$ cat src/rtl/blaster_cmd_encoder.sv
// blaster_cmd_encoder
// Host-side initiator for the USB-Blaster byte protocol. Turns bit-bang,
// byte-shift and pin-update operations into the command byte stream for a
// UART TX FIFO, and pairs returning RX bytes with the read commands that
// requested them through a small tag FIFO.
//
// Optional feature: define BLASTER_ENC_RX_TIMEOUT_EN to enable the RX
// silence watchdog (TIMEOUT_CLKS), which flushes outstanding read tags.
//
// Handshakes: every valid/ready pair transfers on a rising clock edge where
// both are high; valid, once raised, holds its payload until that transfer.
// i_rx_valid is a strobe with no backpressure.
//
// FSM state is exposed as o_dbg_state for checkers.

module blaster_cmd_encoder #(
    parameter int TAG_DEPTH    = 16,
    parameter int PEND_W       = 10,
    parameter int TIMEOUT_CLKS = 65535
) (
    input  logic              i_clk,
    input  logic              i_reset,
    input  logic              i_cmd_valid,
    output logic              o_cmd_ready,
    input  logic [1:0]        i_cmd_op,
    input  logic              i_cmd_tms,
    input  logic              i_cmd_tdi,
    input  logic              i_cmd_read,
    input  logic [5:0]        i_cmd_len,
    input  logic [2:0]        i_cmd_pins,
    input  logic [7:0]        i_data,
    input  logic              i_data_valid,
    output logic              o_data_ready,
    output logic [7:0]        o_tx_byte,
    output logic              o_tx_valid,
    input  logic              i_tx_ready,
    input  logic [7:0]        i_rx_byte,
    input  logic              i_rx_valid,
    output logic [7:0]        o_rd_data,
    output logic              o_rd_valid,
    output logic              o_rd_is_bit,
    output logic [PEND_W-1:0] o_pending,
    output logic              o_busy,
    output logic              o_err,
    output logic [2:0]        o_dbg_state
);

    localparam int TAG_AW = (TAG_DEPTH > 1) ? $clog2(TAG_DEPTH) : 1;

    localparam logic [2:0] S_IDLE    = 3'd0;
    localparam logic [2:0] S_BB_LO   = 3'd1;
    localparam logic [2:0] S_BB_HI   = 3'd2;
    localparam logic [2:0] S_SH_PRE  = 3'd3;
    localparam logic [2:0] S_SH_HDR  = 3'd4;
    localparam logic [2:0] S_SH_DATA = 3'd5;
    localparam logic [2:0] S_PIN_SET = 3'd6;

    localparam logic [1:0] OP_BITBANG = 2'd0;
    localparam logic [1:0] OP_SHIFT   = 2'd1;
    localparam logic [1:0] OP_PINS    = 2'd2;

    // FSM and TX register
    logic [2:0] r_state;
    logic [2:0] w_state_nxt;
    logic [7:0] r_tx_byte;
    logic [7:0] w_tx_nxt;
    logic       r_tx_valid;
    logic       w_tx_load;
    logic       w_tx_free;

    // Pin shadow: what the handler's pins currently hold
    logic r_oe;
    logic r_ncs;
    logic r_nce;
    logic r_tck;
    logic r_tms;
    logic r_tdi;

    // Latched command fields; r_len doubles as the payload down-counter
    logic       r_c_read;
    logic [5:0] r_len;

    logic       w_cmd_acc;
    logic       w_push;
    logic       w_push_bit;
    logic [5:0] w_push_cnt;
    logic       w_err_cmd;

    // Read-tag FIFO
    logic                r_tag_bit [TAG_DEPTH];
    logic [5:0]          r_tag_cnt [TAG_DEPTH];
    logic [TAG_AW-1:0]   r_wr_ptr;
    logic [TAG_AW-1:0]   r_rd_ptr;
    logic [TAG_AW:0]     r_tag_count;
    logic                w_tag_full;
    logic                w_tag_empty;
    logic                w_rx_hit;
    logic                w_rx_miss;
    logic                w_head_last;
    logic                w_pop;
    logic                w_timeout;

    logic [PEND_W-1:0] r_pending;
    logic [7:0]        r_rd_data;
    logic              r_rd_valid;
    logic              r_rd_is_bit;
    logic              r_err;

    assign w_tx_free   = !r_tx_valid || i_tx_ready;
    assign w_tag_full  = (r_tag_count == (TAG_AW+1)'(TAG_DEPTH));
    assign w_tag_empty = (r_tag_count == '0);
    assign o_cmd_ready = (r_state == S_IDLE) && w_tx_free && (!i_cmd_read || !w_tag_full);
    assign w_cmd_acc   = i_cmd_valid && o_cmd_ready;
    assign o_data_ready = (r_state == S_SH_DATA) && w_tx_free;

    assign w_rx_hit    = i_rx_valid && !w_tag_empty;
    assign w_rx_miss   = i_rx_valid && w_tag_empty;
    assign w_head_last = (r_tag_cnt[r_rd_ptr] == 6'd1);
    assign w_pop       = w_rx_hit && w_head_last;

    // Next state, TX byte to load, tag push and command error decode
    always_comb begin
        w_state_nxt = r_state;
        w_tx_load   = 1'b0;
        w_tx_nxt    = r_tx_byte;
        w_push      = 1'b0;
        w_push_bit  = 1'b0;
        w_push_cnt  = 6'd0;
        w_err_cmd   = 1'b0;
        case (r_state)
            S_IDLE: begin
                if (w_cmd_acc) begin
                    case (i_cmd_op)
                        OP_BITBANG: begin
                            w_state_nxt = S_BB_LO;
                            w_push      = i_cmd_read;
                            w_push_bit  = 1'b1;
                            w_push_cnt  = i_cmd_read ? 6'd1 : 6'd0;
                        end
                        OP_SHIFT: begin
                            if (i_cmd_len == 6'd0) begin
                                w_err_cmd = 1'b1;
                            end else begin
                                // A shift must start from TCK low
                                w_state_nxt = r_tck ? S_SH_PRE : S_SH_HDR;
                                w_push      = i_cmd_read;
                                w_push_cnt  = i_cmd_read ? i_cmd_len : 6'd0;
                            end
                        end
                        OP_PINS: w_state_nxt = S_PIN_SET;
                        default: w_err_cmd = 1'b1;
                    endcase
                end
            end
            S_BB_LO: begin
                if (w_tx_free) begin
                    w_tx_load   = 1'b1;
                    w_tx_nxt    = {1'b0, r_c_read, r_oe, r_tdi, r_ncs, r_nce, r_tms, 1'b0};
                    w_state_nxt = S_BB_HI;
                end
            end
            S_BB_HI: begin
                if (w_tx_free) begin
                    w_tx_load   = 1'b1;
                    w_tx_nxt    = {1'b0, 1'b0, r_oe, r_tdi, r_ncs, r_nce, r_tms, 1'b1};
                    w_state_nxt = S_IDLE;
                end
            end
            S_SH_PRE: begin
                if (w_tx_free) begin
                    w_tx_load   = 1'b1;
                    w_tx_nxt    = {1'b0, 1'b0, r_oe, r_tdi, r_ncs, r_nce, r_tms, 1'b0};
                    w_state_nxt = S_SH_HDR;
                end
            end
            S_SH_HDR: begin
                if (w_tx_free) begin
                    w_tx_load   = 1'b1;
                    w_tx_nxt    = {1'b1, r_c_read, r_len};
                    w_state_nxt = S_SH_DATA;
                end
            end
            S_SH_DATA: begin
                if (o_data_ready && i_data_valid) begin
                    w_tx_load = 1'b1;
                    w_tx_nxt  = i_data;
                    if (r_len == 6'd1) begin
                        w_state_nxt = S_IDLE;
                    end
                end
            end
            S_PIN_SET: begin
                if (w_tx_free) begin
                    w_tx_load   = 1'b1;
                    w_tx_nxt    = {1'b0, 1'b0, r_oe, r_tdi, r_ncs, r_nce, r_tms, r_tck};
                    w_state_nxt = S_IDLE;
                end
            end
            default: w_state_nxt = S_IDLE;
        endcase
    end

    // FSM state, TX register, latched command fields and pin shadow
    always_ff @(posedge i_clk or posedge i_reset) begin
        if (i_reset) begin
            r_state    <= S_IDLE;
            r_tx_byte  <= 8'd0;
            r_tx_valid <= 1'b0;
            r_oe       <= 1'b0;
            r_ncs      <= 1'b1;
            r_nce      <= 1'b0;
            r_tck      <= 1'b0;
            r_tms      <= 1'b0;
            r_tdi      <= 1'b0;
            r_c_read   <= 1'b0;
            r_len      <= 6'd0;
        end else begin
            r_state <= w_state_nxt;
            if (w_tx_load) begin
                r_tx_byte  <= w_tx_nxt;
                r_tx_valid <= 1'b1;
            end else if (i_tx_ready) begin
                r_tx_valid <= 1'b0;
            end
            if (w_cmd_acc) begin
                r_c_read <= i_cmd_read;
                r_len    <= i_cmd_len;
                if (i_cmd_op == OP_BITBANG) begin
                    r_tms <= i_cmd_tms;
                    r_tdi <= i_cmd_tdi;
                end
                if (i_cmd_op == OP_PINS) begin
                    {r_oe, r_ncs, r_nce} <= i_cmd_pins;
                end
            end
            if (w_tx_load) begin
                case (r_state)
                    S_BB_LO, S_SH_PRE: r_tck <= 1'b0;
                    S_BB_HI:           r_tck <= 1'b1;
                    S_SH_DATA:         r_len <= r_len - 6'd1;
                    default: ;
                endcase
            end
        end
    end

`ifdef BLASTER_ENC_RX_TIMEOUT_EN
    localparam int TO_W = (TIMEOUT_CLKS > 1) ? $clog2(TIMEOUT_CLKS + 1) : 1;
    logic [TO_W-1:0] r_to_cnt;

    // Count idle clocks while read-back bytes are outstanding
    always_ff @(posedge i_clk or posedge i_reset) begin
        if (i_reset) begin
            r_to_cnt <= '0;
        end else if (i_rx_valid || (r_pending == '0) || w_timeout) begin
            r_to_cnt <= '0;
        end else begin
            r_to_cnt <= r_to_cnt + 1'b1;
        end
    end

    assign w_timeout = (r_to_cnt == TO_W'(TIMEOUT_CLKS)) && !i_rx_valid;
`else
    // Without the watchdog the encoder waits indefinitely; the parameter is
    // kept so both builds share one instantiation, and this is never true.
    assign w_timeout = (TIMEOUT_CLKS < 0);
`endif

    // Tag storage: written on push, head count decremented per returned byte
    always_ff @(posedge i_clk) begin
        if (w_push) begin
            r_tag_bit[r_wr_ptr] <= w_push_bit;
            r_tag_cnt[r_wr_ptr] <= w_push_cnt;
        end
        if (w_rx_hit && !w_head_last) begin
            r_tag_cnt[r_rd_ptr] <= r_tag_cnt[r_rd_ptr] - 6'd1;
        end
    end

    // Tag pointers, occupancy and outstanding byte count
    always_ff @(posedge i_clk or posedge i_reset) begin
        if (i_reset) begin
            r_wr_ptr    <= '0;
            r_rd_ptr    <= '0;
            r_tag_count <= '0;
            r_pending   <= '0;
        end else if (w_timeout) begin
            r_wr_ptr    <= '0;
            r_rd_ptr    <= '0;
            r_tag_count <= '0;
            r_pending   <= '0;
        end else begin
            if (w_push) begin
                r_wr_ptr <= r_wr_ptr + 1'b1;
            end
            if (w_pop) begin
                r_rd_ptr <= r_rd_ptr + 1'b1;
            end
            r_tag_count <= r_tag_count + (TAG_AW+1)'(w_push) - (TAG_AW+1)'(w_pop);
            r_pending   <= r_pending + PEND_W'(w_push_cnt) - PEND_W'(w_rx_hit);
        end
    end

    // Registered read-back output and error pulse
    always_ff @(posedge i_clk or posedge i_reset) begin
        if (i_reset) begin
            r_rd_data   <= 8'd0;
            r_rd_valid  <= 1'b0;
            r_rd_is_bit <= 1'b0;
            r_err       <= 1'b0;
        end else begin
            r_rd_valid <= w_rx_hit;
            if (w_rx_hit) begin
                r_rd_is_bit <= r_tag_bit[r_rd_ptr];
                r_rd_data   <= r_tag_bit[r_rd_ptr] ? {7'd0, i_rx_byte[0]} : i_rx_byte;
            end
            r_err <= w_err_cmd || w_rx_miss || w_timeout;
        end
    end

    assign o_tx_byte   = r_tx_byte;
    assign o_tx_valid  = r_tx_valid;
    assign o_rd_data   = r_rd_data;
    assign o_rd_valid  = r_rd_valid;
    assign o_rd_is_bit = r_rd_is_bit;
    assign o_pending   = r_pending;
    assign o_busy      = (r_state != S_IDLE) || r_tx_valid;
    assign o_err       = r_err;
    assign o_dbg_state = r_state;

endmodule

$ cat config.mk
export PLATFORM = sky130hd
export DESIGN_NAME = blaster_cmd_encoder
export DESIGN_NICKNAME = d
export VERILOG_FILES = /design/src/rtl/blaster_cmd_encoder.sv
export SDC_FILE = /design/constraint.sdc
export NUM_CORES = 1
export LEC_CHECK = 0
export ABC_AREA = 1
export BUFFER_PORTS_ARGS = -buffer_cell sky130_fd_sc_hd__buf_4
export CAP_MARGIN = 20
export CORE_MARGIN = 2
export CORE_UTILIZATION = 45
export CTS_BUF_LIST = sky130_fd_sc_hd__clkbuf_2 sky130_fd_sc_hd__clkbuf_4 sky130_fd_sc_hd__clkbuf_8
export DETAILED_ROUTE_END_ITERATION = 12
export SLEW_MARGIN = 40
export SYNTH_ARGS = -nofsm -noshare
export SYNTH_HDL_FRONTEND = slang
export SYNTH_SLANG_ARGS = --single-unit
$ cat constraint.sdc
create_clock -name i_clk -period 5 [get_ports i_clk]
set_input_delay 0.25 -clock i_clk [delete_from_list [all_inputs] [get_ports i_clk]]
set_output_delay 0.25 -clock i_clk [all_outputs]
set_load 0.01 [all_outputs]
After elaboration in Yosys (flattened, before gate mapping):

Memory sizes are Yosys's and may differ from the RTL's.
Index checks and enable logic that the tools add are counted.

* bits in registers: 59
* bits in writable memories: 112
* word-level logic and storage cells: 135
* output and inout port bits: 36
* memories kept: 2

Memories
* r_tag_cnt: words 16, width 6, read ports 1, clocked after Yosys merged registers in 0, wr ports 2, line 91 `logic [5:0] r_tag_cnt [TAG_DEPTH];`
* r_tag_bit: words 16, width 1, read ports 1, clocked after Yosys merged registers in 0, wr ports 1, line 90 `logic r_tag_bit [TAG_DEPTH];`

* mux-type cells: 49
* eq/ne operators: 22
* reduce and logical (&&, ||, !) cells: 35
* $add $sub $neg: 8

Operator list (number)
* 8-bit 2-to-1 mux: 7
* 8-bit one-hot mux with 6 select lines: 1
* 6-bit 2-to-1 mux: 7
* 3-bit 2-to-1 mux: 9
* 1-bit 2-to-1 mux: 18
* 3-bit one-hot mux with 6 select lines: 1
* 6-bit by 1-bit equality test with 1-bit output, second input constant: 2
* 2-bit != test, second input constant: 6
* 6-bit one-hot mux with 2 select lines: 1
* 6-bit by 1-bit subtractor with 6-bit output, second input constant: 2
* 10-bit by 6-bit adder with 10-bit output: 1
* 10-bit by 1-bit subtractor with 10-bit output: 1
* 3-bit equality test, second input constant: 3
* 1-bit logical AND: 9
* 3-bit one-hot mux with 3 select lines: 1
* 9-bit AND reduction: 1
* 4-bit by 1-bit adder with 4-bit output, second input constant: 2
* 1-bit one-hot mux with 2 select lines: 4
* 8-bit AND reduction: 1
* 3-bit by 2-bit equality test with 1-bit output, second input constant: 2
* 6-bit zero test: 1
* 2-bit by 1-bit != test with 1-bit output, second input constant: 3
* 2-bit AND reduction: 3
* 6-bit nonzero test: 1
* 17 further kinds: 27

Longest topological paths before layout:

Gate-level depths: netlist of the first run.

* word-level depth: 9
* depth in mapped cells: 24
* mapped depth without buffers: 23

Worst setup path before layout of the first run:

No wires, ideal clock.

* kind: reg2reg
* start: reg r_state[1], in the netlist o_dbg_state[1]
* end: reg r_pending[8], in the netlist o_pending[8]
* arrival time: 3.468 ns
* stages on the path, launching flop included: 24
* path buffers: 2
* data required time: 4.876 ns
* period minus slack after synthesis: 3.591 ns
* path slack: 1.409 ns
* cells stage by stage: dfrtp_1 -> buf_2 -> nor2_2 -> nand2_2 -> nor2_1 -> nand2_1 -> nor2_2 -> inv_2 -> nor2_1 -> clkbuf_1 -> inv_1 -> ha_1 -> inv_1 -> ha_1 -> fa_1 -> nand3_1 -> nand2_1 -> nand2_1 -> nand2_1 -> nand2_1 -> a21oi_1 -> o21ai_0 -> nand2_1 -> xor2_1

* word-level cells in the longest chain between the ends: 8

Ends and longest elaborated chain
* start, declared: line 63 `logic [2:0] r_state;`
* start signal, assigned: line 218 `r_state <= w_state_nxt;`
* 3-bit zero test (*): line 112, 130
* 1-bit logical AND (2 in a row): line 112 `assign o_cmd_ready = (r_state == S_IDLE) && w_tx_free && (!i_cmd_read || !w_tag_full);`
* 1-bit logical AND: line 113 `assign w_cmd_acc = i_cmd_valid && o_cmd_ready;`
* 6-bit 2-to-1 mux: line 132 `if (w_cmd_acc) begin`
* 6-bit 2-to-1 mux (*): line 130 `case (r_state)`
* 10-bit by 6-bit adder with 10-bit output (*): line 300 `r_pending <= r_pending + PEND_W'(w_push_cnt) - PEND_W'(w_rx_hit);`
* 10-bit by 1-bit subtractor with 10-bit output (*): line 300
* end signal, assigned: line 300
* end, declared: line 103 `logic [PEND_W-1:0] r_pending;`

Every way passes the cells marked *; elsewhere a longest branch is shown, timed or not.
A chain may end at the register's enable or synchronous reset.

Worst setup path after layout of the first run:

* start: reg r_state[2], in the netlist o_dbg_state[2]
* end: reg r_pending[8], in the netlist o_pending[8]

Same word-level chain as after synthesis.

==> results.txt, run 1 <==
- The setup path with the least slack is of type register to register.
- Sum of net half-perimeters after detailed placement: 18000 µm
- Buffer count from post-CTS setup fixing: 0
- Synth async-reset ratio: 0.3450
- Worst-path fanout max: 17
* Number of warning messages in the yosys log: 0
- The repair_antennas step left the layout with diodes totalling 0.
- Ranking of synthesized cells by area: sky130_fd_sc_hd__edfxtp_1, sky130_fd_sc_hd__nand2_1, sky130_fd_sc_hd__dfrtp_1
- Detailed routing inserted a total of between 8k and 9k vias.
* Post-Synthesis Mean Instance Area: just over 8 µm²
- Setup violations remaining at the end of the flow were counted as 0.
- Internal power comes to about 3.5 mW.
* Worst-case clock buffer depth: 2
- Sequential share of the synthesized area: 0.4833
- Compared with the post-synthesis result, the final layout area differs by 13.02%.
- Initial core utilization: 0.4590
- Synthesis-stage register bit count: 171
* Ports: between 70 and 80
* DRC viols: 0
- Among all flip-flop cells after synthesis, the most frequent one is sky130_fd_sc_hd__edfxtp_1.
- Most common cell in the netlist: sky130_fd_sc_hd__nand2_1
* Unrepaired setup endpoints after global routing: false
- The share of synthesized area in the top cell type comes to 0.3357.
- The flow ran to the end, and the final reports show no timing, DRC or antenna violations.
* Combinational share of power: 0.535
- TritonCTS built the clock tree.
* CP Data Arrival Time: between 4 and 5 ns
- In this run the critical register-to-register path is launched from o_dbg_state[2].
* Clock network fraction of design power: 0.151
* Maximum number of pins on one net before global-route repair: 60
- Of the total power, the share spent switching nets is 0.4877.
- Via count of the first global-routing pass: about 7.8k
* Synthesized Nets: about 1.3k
- Adder-cell share of the synthesized area: 0.04896
- Setup TNS: 0 ns
* Clock Pin Slew Worst Setup and Hold Paths: about 0.090 ns
- Hold violation count in the final report: 0
- Distinct cells, synth: 40
- Routed len/inst: around 17 µm
* Setup Slack @ Placement: between 1 and 1.5 ns
* Final design utilization: 0.5187
- Period utilisation layout: 0.8056
- Clock root cell: sky130_fd_sc_hd__clkbuf_8
- Transition time at the pin with the least slew margin: between 0.7 and 0.8 ns
- In this run the number of H-tree levels came out at 4.
* TritonCTS sink count: 171
- Startpoint class of the critical path: register
- Setup slack on the critical path of the routed design comes to between 0.9 and 1 ns.
- The die is ~150 µm tall.
* Share of the synthesized area in compound gates (AO/OA/AOI/OAI): 0.07769
- Of the total synthesized cell area, the portion taken by XOR and XNOR cells is 0.02173.
* Core Footprint: between 0.02 and 0.025 mm²
- Yosys mapped a number of flops with a built-in enable equal to between 100 and 150.
* Gate count after technology mapping: 1235
- Largest family of logic cells by synthesized area: simple AND/OR/NAND/NOR gates
- STA classifies the critical path endpoint as a register.
- Across the VDD grid, the largest voltage drop is around 0.00042 V.
- For this design the static power due to leakage is slightly above 5 nW.
- In this run the horizontal extent of the chip is around 150 µm.
* ANT nets after route: 0
- Min-delay src: i_data[2]
* Filler cells: approximately 2.1k
- The die covers 0.02347 mm².
- Number of buffers inserted by port buffering: 71
* Total power: 6.750 mW
- Final critical-path required period: just over 4 ns
* Startpoint of the worst setup timing path: o_dbg_state[2]
- Slew Limit Fails: 0
- The tool flagged a number of max-cap violations equal to 0.
* Global placement routability congestion: just under 0.9
* Cell types with the highest counts after synthesis: sky130_fd_sc_hd__nand2_1, sky130_fd_sc_hd__inv_1, sky130_fd_sc_hd__edfxtp_1
* Total global routing overflow: 0
* Wire length after detailed routing: approximately 27000 µm
- Worst hold path class: input pin to register
- Switching Power: 3.292 mW
* Routed via count divided by cell count: 5.147
* Global-route wire length before repair: between 40000 and 50000 µm
- Total track usage: 0.2290
* Relative slew slack: 0.4953
- Share of final-layout standard cells stronger than drive strength 1: 0.1220
- Number of placement rows: 54
- Number of buffers added by the clock tree synthesis step: 17
- Sequential Power Share: 0.314
- Data required time of the critical path: around 5.4 ns
- Number of search-and-repair iterations in the first detailed-routing pass: 7
* Simple-gate portion of the synthesized area: 0.2818
- Clock latency of the later-clocked register in the worst-skew pair: around 0.47 ns
- Multiplexer fraction of the synthesized cell area: 0.003372
* Mapped Area: approximately 0.010 mm²
- The largest total area in the synthesized netlist belongs to sky130_fd_sc_hd__edfxtp_1.
- On the final layout, the worst clock skew is about 0.018 ns.
- DR iter-0 viols: between 600 and 700
* Pwr Density: just under 600 mW/mm²
- Antenna violations before repair: 0
* Top achievable clock speed: roughly 250 MHz
- Final layout net count: between 1k and 1.5k
==> final timing paths <==
| path | slack (ns) | cells after the start | endpoint |
|---|---|---|---|
| setup / recovery | 0.97 | 22 | o_pending[8] |
| hold / removal | 0.08 | 3 | o_tx_byte[2] |
| setup reg to reg | 0.97 | 22 | o_pending[8] |
| hold reg to reg | 0.50 | 2 | o_tx_byte[7] |
| max in group asynchronous | 4.11 | 4 | r_rd_ptr[0] |
| min in group asynchronous | 0.46 | 4 | o_rd_valid |
==> flip-flops by register name, indices dropped and copies added (netlist names), 3 cells and up <==
signal / cells
o_dbg_state: 3
o_pending: 10
o_rd_data: 8
o_tx_byte: 8
r_len: 6
r_rd_ptr: 4
r_tag_bit: 16
r_tag_cnt: 96
r_tag_count: 5
r_wr_ptr: 4
==> kinds of logic after synthesis <==
logic type,after synthesis
mux,3
fa+ha+maj,38
buf+inv,192
simple gates,666
flops,171
compound gates,141
xor+xnor,24
==> layout by cell type, fill, tap and decap left out, types with 5 or more instances in the layout <==
cell type	instances
sky130_fd_sc_hd__nor2_2	12
sky130_fd_sc_hd__nand3_4	10
sky130_fd_sc_hd__a21oi_1	14
sky130_fd_sc_hd__edfxtp_1	112
sky130_fd_sc_hd__o21ai_0	59
sky130_fd_sc_hd__ha_1	36
sky130_fd_sc_hd__clkbuf_8	20
sky130_fd_sc_hd__dfrtp_1	57
sky130_fd_sc_hd__nor2_1	97
sky130_fd_sc_hd__a41oi_1	5
sky130_fd_sc_hd__dlygate4sd3_1	14
sky130_fd_sc_hd__buf_4	84
sky130_fd_sc_hd__nand4_1	5
sky130_fd_sc_hd__nand2_1	478
sky130_fd_sc_hd__o21ai_1	43
sky130_fd_sc_hd__inv_1	147
sky130_fd_sc_hd__nand3_2	6
sky130_fd_sc_hd__nand3_1	46
sky130_fd_sc_hd__o22ai_1	6
sky130_fd_sc_hd__xor2_1	20
sky130_fd_sc_hd__a22o_1	7
==> per-stage QoR <==
stage | hold WS (ns) | instance area, µm² | instances
floorplan | 0.3596 | 10020 | 1235
global placement | 0.4497 | 10760 | 1562
detailed placement | 0.4546 | 10770 | 1562
CTS | 0.01901 | 11300 | 1607
global route | 0.08464 | 11320 | 1608
finish | 0.08150 | 11320 | 1608
==> power groups by stage <==
stage / Combinational [mW] / Clock, mW / Sequential [mW]
after floorplan: 2.46 / 0 / 2.10
after global placement: 3.51 / 0 / 2.15
after detailed placement: 3.58 / 0 / 2.14
after CTS: 3.60 / 1.03 / 2.12
after global routing: 4.00 / 1.08 / 2.16
final: 3.61 / 1.02 / 2.12
==> worst max-delay path: stages (launching register included) <==
cell                      delay [ns]
sky130_fd_sc_hd__dfrtp_1        0.47
sky130_fd_sc_hd__inv_1          0.23
sky130_fd_sc_hd__nand2_2        0.16
sky130_fd_sc_hd__nor2_1         0.11
sky130_fd_sc_hd__nand2_1        0.10
sky130_fd_sc_hd__nor2_2         0.39
sky130_fd_sc_hd__inv_2          0.18
sky130_fd_sc_hd__nor2_1         0.12
sky130_fd_sc_hd__buf_4          0.31
sky130_fd_sc_hd__inv_1          0.08
sky130_fd_sc_hd__ha_1           0.28
sky130_fd_sc_hd__inv_1          0.04
sky130_fd_sc_hd__ha_1           0.22
sky130_fd_sc_hd__fa_1           0.41
sky130_fd_sc_hd__nand3_1        0.09
sky130_fd_sc_hd__nand2_1        0.08
sky130_fd_sc_hd__nand2_1        0.06
sky130_fd_sc_hd__nand2_1        0.05
sky130_fd_sc_hd__nand2_1        0.07
sky130_fd_sc_hd__a21oi_1        0.08
sky130_fd_sc_hd__o21ai_0        0.15
sky130_fd_sc_hd__nand2_1        0.08
sky130_fd_sc_hd__xor2_1         0.14
==> routing by layer <==
layer | up-vias | GRT usage | share of wire
met5 | - | 0 | 0
met4 | 0 | 0.09656 | 0.035
met3 | 68 | 0.03289 | 0.053
met2 | 278 | 0.3824 | 0.48
met1 | 3825 | 0.2992 | 0.43
li1 | 4106 | - | -
==> final cells by class <==
cell class / count / area [µm²] / area share
inverter: 154 / 583.1 / 0.05150
sequential: 171 / 4845 / 0.4279
clock buffer: 22 / 290.3 / 0.02564
timing repair buffer: 99 / 782.0 / 0.06908
multi-input combinational: 872 / 4357 / 0.3848
clock inverter: 10 / 113.9 / 0.01006
tap: 280 / 350.3 / 0.03095
==> timing repair <==
item / 4_1_cts / 5_1_grt
gates resized for setup: 0 / 0
endpoints found under the hold margin: 13 / 58
hold buffers: 13 / 1
(Power assumes the default switching activity.)
==> run 2, diff against run 1 <==
Clock period 5 ns to 3.63 ns, I/O delays scaled along.
==> run 2 against run 1 <==
Compared with the run above: flip-flop and latch count did not move; maximum frequency up 23%; worst hold slack lost 0.055 ns; global-route usage increased by 0.31 points; critical path depth fell by 2; die area unchanged; clock-buffer cell count is 5 lower; combinational power is 44% higher; register-to-register slack got worse by 0.62 ns; critical path type unchanged; largest cell class unchanged.
==> results.txt, run 2 (synthesis results as in run 1) <==
- Pwr Density: 814.2 mW/mm²
* Register with the most flip-flops: r_tag_cnt
- In the final layout, the share of cells above drive strength 1 is 0.1345.
* Unrepaired setup endpoints after global routing: false
* Worst hold path class: input pin to register
- Startpoint class of the critical path: register
* Wire length after detailed routing: 26430 µm
- The number of antenna violations at the first check in global routing came to 0.
- At the pin with the least slew margin, the transition time is slightly above 0.8 ns.
- Once detail routing completed, the nets flagged for antenna violations numbered 0.
- TritonCTS created 17 clock buffers.
- Hold violation count in the final report: 0
- Total die area: 0.02347 mm²
- Total leakage power: 5.275 nW
- For this run, global-route usage on met2 was measured as 0.3997.
- Clock Pin Slew Worst Setup and Hold Paths: roughly 0.10 ns
* Global-route wire length before repair: about 43000 µm
- Run status: finished clean
- Measured on the finished design, the core utilization comes to 0.5273.
- MaxCap Viol Count: 0
* Slew Limit Fails: 0
* Number of buffers inserted by port buffering: a little over 70
- The worst path meets setup with between 0.3 and 0.4 ns of slack.
- The multi-input combinational cells in the finished layout cover a total of around 0.0044 mm².
- The floorplan step defined a core boundary enclosing 0.02182 mm².
- Synth-to-layout area growth: 14.88%
- Period utilisation layout: 0.9019
- Worst Setup End Kind: register
* Final critical-path required period: between 3 and 4 ns
* Horizontal extent of the die: 153.2 µm
* Global placement routability congestion: between 0.8 and 0.9
- The routed layout has 8225 vias.
* Most frequent cells in the layout: sky130_fd_sc_hd__nand2_1, sky130_fd_sc_hd__inv_1, sky130_fd_sc_hd__edfxtp_1
- Setup-failing EPs final: 0
- Die span in y: between 150 and 200 µm
- Ports: 72
- In this run the most used layer during global routing was met2.
- Worst ir drop on vdd: approximately 0.00057 V
* Total global routing overflow: 0
* Setup clock skew after layout: 0.01501 ns
- Filler cells: approximately 2.0k
* Met1 demand-to-capacity share in global routing: 0.3000
- The root buffer cell chosen for the clock tree is sky130_fd_sc_hd__clkbuf_8.
- The clock net in this run drives a total of roughly 170 sinks.
- Data arrives at the worst endpoint at about 3.7 ns.
* Data required time of the critical path: ~4 ns
* Relative slew slack: 0.4582
* Clock latency of the later-clocked register in the worst-skew pair: 0.48 ns
- Total track usage: 0.2321
- GR Util met3: 0.03289
- The register with the most flip-flops in the layout has 96 of them.
- In this run the core area contains 54 standard-cell rows.
- The number of antenna diodes in the final layout is 0.
- Category of the most critical setup path: register to register
* Routed via count divided by cell count: 5.037
* Number of search-and-repair iterations in the first detailed-routing pass: 5
- Top achievable clock speed: roughly 300 MHz
- Routed len/inst: 16.18 µm
- In the final layout, flip-flops and latches occupy between 0.004 and 0.005 mm².
- In the routed design, unresolved DRC markers number 0.
- Setup TNS: 0 ns
* DR iter-0 viols: 601
* Worst-case clock buffer depth: 2
- TritonCTS clock tree: yes
* Maximum number of pins on one net before global-route repair: between 50 and 60
* Final layout net count: about 1.4k
- Timing analysis after detailed placement gives a worst setup slack of about 0.17 ns.
* Most frequent standard cell in the layout excluding fill and tap cells: sky130_fd_sc_hd__nand2_1
* Depth of the CTS H-tree: 4
- For this configuration, the core starts out at a cell density of 0.4590.
- Sum of net half-perimeters after detailed placement: ~19000 µm
- Worst-path fanout max: 17
- Via count of the first global-routing pass: slightly above 8k
run 2: path summary, 6_finish.rpt:
path / from / depth (start not counted) / end / slack, ns
max in group asynchronous: i_reset / 4 / r_ncs / 2.42
worst min-delay path: i_data[1] / 3 / o_tx_byte[1] / 0.03
worst max-delay path: r_rd_ptr[1] / 20 / r_tag_count[4] / 0.36
worst min register to register: r_tdi / 2 / r_tdi / 0.48
worst max register to register: r_rd_ptr[1] / 20 / r_tag_count[4] / 0.36
min in group asynchronous: i_reset / 3 / o_rd_data[0] / 0.32
run 2: through the flow:
| step | power (mW) | hold slack [ns] | instance area [µm²] | cells |
|---|---|---|---|---|
| after floorplan | 6.283 | 0.2911 | 10020 | 1235 |
| after global placement | 7.938 | 0.2745 | 10890 | 1578 |
| after detailed placement | 8.056 | 0.2708 | 10900 | 1578 |
| after CTS | 9.396 | 0.007303 | 11490 | 1632 |
| after global routing | 10.12 | 0.02342 | 11510 | 1633 |
| final | 9.369 | 0.02657 | 11510 | 1633 |
run 2: timing repair:
item,in CTS,in global routing
hold buffers,22,0
gates resized for setup,0,3
hold endpoints to repair,44,0
endpoints found under the setup margin,0,2
buffers inserted,0,1
run 2: critical path: stages, from the launching register on:
cell and delay, ns:
sky130_fd_sc_hd__dfrtp_1 0.40, sky130_fd_sc_hd__inv_2 0.29, sky130_fd_sc_hd__buf_4 0.27, sky130_fd_sc_hd__nand3_1 0.09
sky130_fd_sc_hd__nand2_1 0.11, sky130_fd_sc_hd__nand2_1 0.07, sky130_fd_sc_hd__nand2_1 0.12, sky130_fd_sc_hd__nor2_4 0.05
sky130_fd_sc_hd__ha_1 0.17, sky130_fd_sc_hd__nand2_1 0.08, sky130_fd_sc_hd__nor2_2 0.05, sky130_fd_sc_hd__nand2_4 0.08
sky130_fd_sc_hd__nor2_4 0.04, sky130_fd_sc_hd__ha_1 0.26, sky130_fd_sc_hd__inv_1 0.04, sky130_fd_sc_hd__ha_1 0.22
sky130_fd_sc_hd__fa_1 0.41, sky130_fd_sc_hd__a21oi_1 0.16, sky130_fd_sc_hd__nor2_1 0.05, sky130_fd_sc_hd__nor2_1 0.11
sky130_fd_sc_hd__xor2_1 0.15
run 2: layout make-up:
cell class,instances,area share
Inverter,154,0.05067
Timing Repair Buffer,124,0.08677
Clock buffer,17,0.02033
Multi-Input combinational cell,872,0.3790
Tap cell,280,0.03044
Sequential cell,171,0.4209
Clock inverter,15,0.01185
run 2: report_power, final:
group	switching (mW)	leakage (nW)	internal, mW
clock	0.766	0.198	0.557
sequential	0.269	1.79	2.57
combinational	3.55	3.29	1.66
run 2: per-layer routing:
metal | part of all wire | vias to the layer above
met1 | 0.44 | 3825
met5 | 0 | -
met2 | 0.50 | 210
met3 | 0.041 | 40
li1 | - | 4150
met4 | 0.026 | 0
==> run 3, diff against run 2 <==
Settings changed: CELL_PAD_IN_SITES_DETAIL_PLACEMENT set to 1, CELL_PAD_IN_SITES_GLOBAL_PLACEMENT set to 2, CORE_UTILIZATION 45 to 34, PLACE_DENSITY_LB_ADDON set to 0.1.
==> run 3 against run 2 <==
Compared with the run above: design area increased by 1.2%; total power grew 1.8%; routed wire length grew 21%; via count is 0.28% higher; critical path depth increased by 1.
==> results.txt, run 3 (synthesis results as in run 1) <==
- Relative slew slack: 0.4318
* Routed via count divided by cell count: ~4.7
- The clock reaches the later pin of the worst-skew pair after roughly 0.48 ns.
- Setup repair after global routing left no endpoint under its margin.
- DP Cell Count: between 1.5k and 2k
- Register with the most flip-flops: r_tag_cnt
- The register with the most flip-flops in the layout has 96 of them.
* Total number of vias: 8248
- Of the total power, the share spent switching nets is 0.5002.
* Top achievable clock speed: ~300 MHz
- Startpoint class of the critical path: register
- The die covers around 0.031 mm².
- CP Data Arrival Time: between 3 and 4 ns
* Clock network fraction of design power: 0.144
- Via count of the first global-routing pass: 8630
- Setup TNS: 0 ns
- Synth-to-layout area growth: 16.20%
* MaxCap Viol Count: 0
* Wire length after detailed routing: approximately 32000 µm
- Of the cells placed in the final design, the portion with a size suffix greater than 1 is 0.1336.
- Routed len/inst: 18.33 µm
* TritonCTS sink count: between 150 and 200
* Run status: finished clean
- In this run the power spent charging and discharging nets is 4.772 mW.
- The library cells used most frequently in the layout, excluding fill and tap cells, are sky130_fd_sc_hd__nand2_1, sky130_fd_sc_hd__inv_1, sky130_fd_sc_hd__edfxtp_1.
* Number of buffers inserted by port buffering: 71
- The count of cells in the finished layout, fillers not included, comes to ~1.7k.
- The number of antenna violations at the first check in global routing is 0.
- Combinational share of power: 0.558
- Final layout net count: about 1.4k
- TritonCTS clock tree: yes
- After clock tree synthesis, the clock-pin slew on the worst setup and hold paths is roughly 0.11 ns.
- N_diodes: 0
- Core Footprint: 0.02886 mm²
- ANT nets after route: 0
- Among all stages on the critical path, the largest delay is contributed by sky130_fd_sc_hd__dfrtp_2.
- Total track usage: 0.2159
- Leaving out fill and tap cells, the most frequent cell in the layout is sky130_fd_sc_hd__nand2_1.
- For this design the ratio of total power to cell area is 819.8 mW/mm².
* Reg2Reg Setup Slack: 0.27 ns
- Setup clock skew after layout: around 0.018 ns
- DRC viols: 0
- VDD sags by at most approximately 0.00043 V.
* DR iter-0 viols: approximately 440
- After legalization and detailed placement, the total HPWL measured 22540 µm.
- From bottom edge to top edge, the die measures 175.6 µm.
* Worst-path fanout max: between 40 and 50
* Maximum number of pins on one net before global-route repair: 48
* Most common cell type on the critical path: sky130_fd_sc_hd__nand2_1
- Walking the worst path, the cells encountered are inv_6 > nand2_1 > nand2_1 > nand2_1 > nand2_1 > nand2_1 > nand2_1 > nor2_2 > ha_1 > nand2_1 > nor2_2 > nand2_4 > nor2_4 > ha_1 > inv_1 > ha_1 > fa_1 > a21oi_1 > nor2_1 > nor2_1 > xor2_1.
- Hold timing on the final database bottoms out at a slack of 0.05999 ns.
- Data required time of the critical path: 4.03 ns
* Depth of the CTS H-tree: 4
- The number of endpoints with negative hold slack in the final report came to 0.
* Global placement routability congestion: between 0.7 and 0.8
* Worst-case clock buffer depth: 2
- Period utilisation layout: 0.9257
* Horizontal extent of the die: 175.6 µm
- After floorplanning, the core was divided into 62 placement rows.
- Summed over all cells, the static leakage comes to about 5.3 nW.
* Cell internal pwr: ~4.8 mW
* Ports: around 70
- The worst setup path is captured at a register.
* Global-route wire length before repair: 50200 µm
* Final critical-path required period: 3.360 ns
* Worst hold path class: input pin to register
- The initial utilization of the core area, before any placement, comes to 0.3471.
* Transition time at the pin with the least slew margin: between 0.8 and 0.9 ns
* Category of the most critical setup path: register to register
* Slew Limit Fails: 0
* Longest individual stage delay on the worst path: between 0.4 and 0.5 ns
* Number of search-and-repair iterations in the first detailed-routing pass: 4
* Clock root cell: sky130_fd_sc_hd__clkbuf_8
- Number of buffers added by the clock tree synthesis step: 17
- Setup-failing EPs final: 0
- For this run the aggregate overflow at the end of global routing stands at 0.
- Of the total power, registers draw 0.298.
[run 3: metrics by stage]
stage / utilization / cell area, µm² / power (mW) / setup slack, ns
finish: 0.4034 / 11640 / 9.542 / 0.2699
global route: 0.4034 / 11640 / 10.33 / 0.008231
CTS: 0.4033 / 11640 / 9.700 / 0.2180
detailed placement: 0.3824 / 11030 / 8.291 / 0.2483
global placement: 0.3824 / 11030 / 8.231 / 0.3095
floorplan: - / 10020 / 6.283 / 0.03860
[run 3: critical path, delay by kind of cell (launching register included)]
kind,cells,cell delay (ns)
compound gates,1,0.18
xor+xnor,1,0.17
fa+ha+maj,4,1.09
buf+inv,2,0.38
flops,1,0.45
simple gates,13,1.02
[run 3: repair_timing]
item / 4_1_cts / 5_1_grt
setup endpoints to repair: 0 / 1
hold buffers: 23 / 0
resized for setup: 0 / 2
setup buffers: 0 / 0
hold endpoints to repair: 43 / 0
[run 3: layout make-up]
cell class | instances | area (µm²)
clock buffer | 21 | 265.3
timing repair buffer | 126 | 1016
clock inverter | 11 | 107.6
inverter | 154 | 585.6
fill | 3571 | 17220
tap | 384 | 480.5
sequential | 171 | 4842
multi-input combinational | 872 | 4343
[run 3: power groups by stage]
stage / Combinational (mW) / Clock, mW / Sequential [mW]
6_report: 5.33 / 1.37 / 2.85
2_1_floorplan: 3.39 / 0 / 2.89
3_3_place_gp: 5.34 / 0 / 2.89
5_1_grt: 5.96 / 1.47 / 2.90
4_1_cts: 5.44 / 1.41 / 2.85
3_5_place_dp: 5.40 / 0 / 2.89
[run 3: final timing paths]
path | end | from | depth (start not counted)
worst max register to register | r_tag_count[4] | r_rd_ptr[0] | 21
worst min register to register | o_tx_byte[7] | o_tx_byte[7] | 2
max in group asynchronous | r_rd_ptr[0] | i_reset | 4
worst max-delay path | r_tag_count[4] | r_rd_ptr[0] | 21
worst min-delay path | o_tx_byte[0] | i_data[0] | 5
min in group asynchronous | o_rd_data[1] | i_reset | 3
[run 3: metal layers]
layer  vias to the layer above  global-route usage  share of wire
li1                       4152                   -              -
met1                      3979              0.2740           0.45
met2                       105              0.3904           0.51
met3                        12             0.03030          0.032
met4                         0             0.04580         0.0068
met5                         -                   0              0
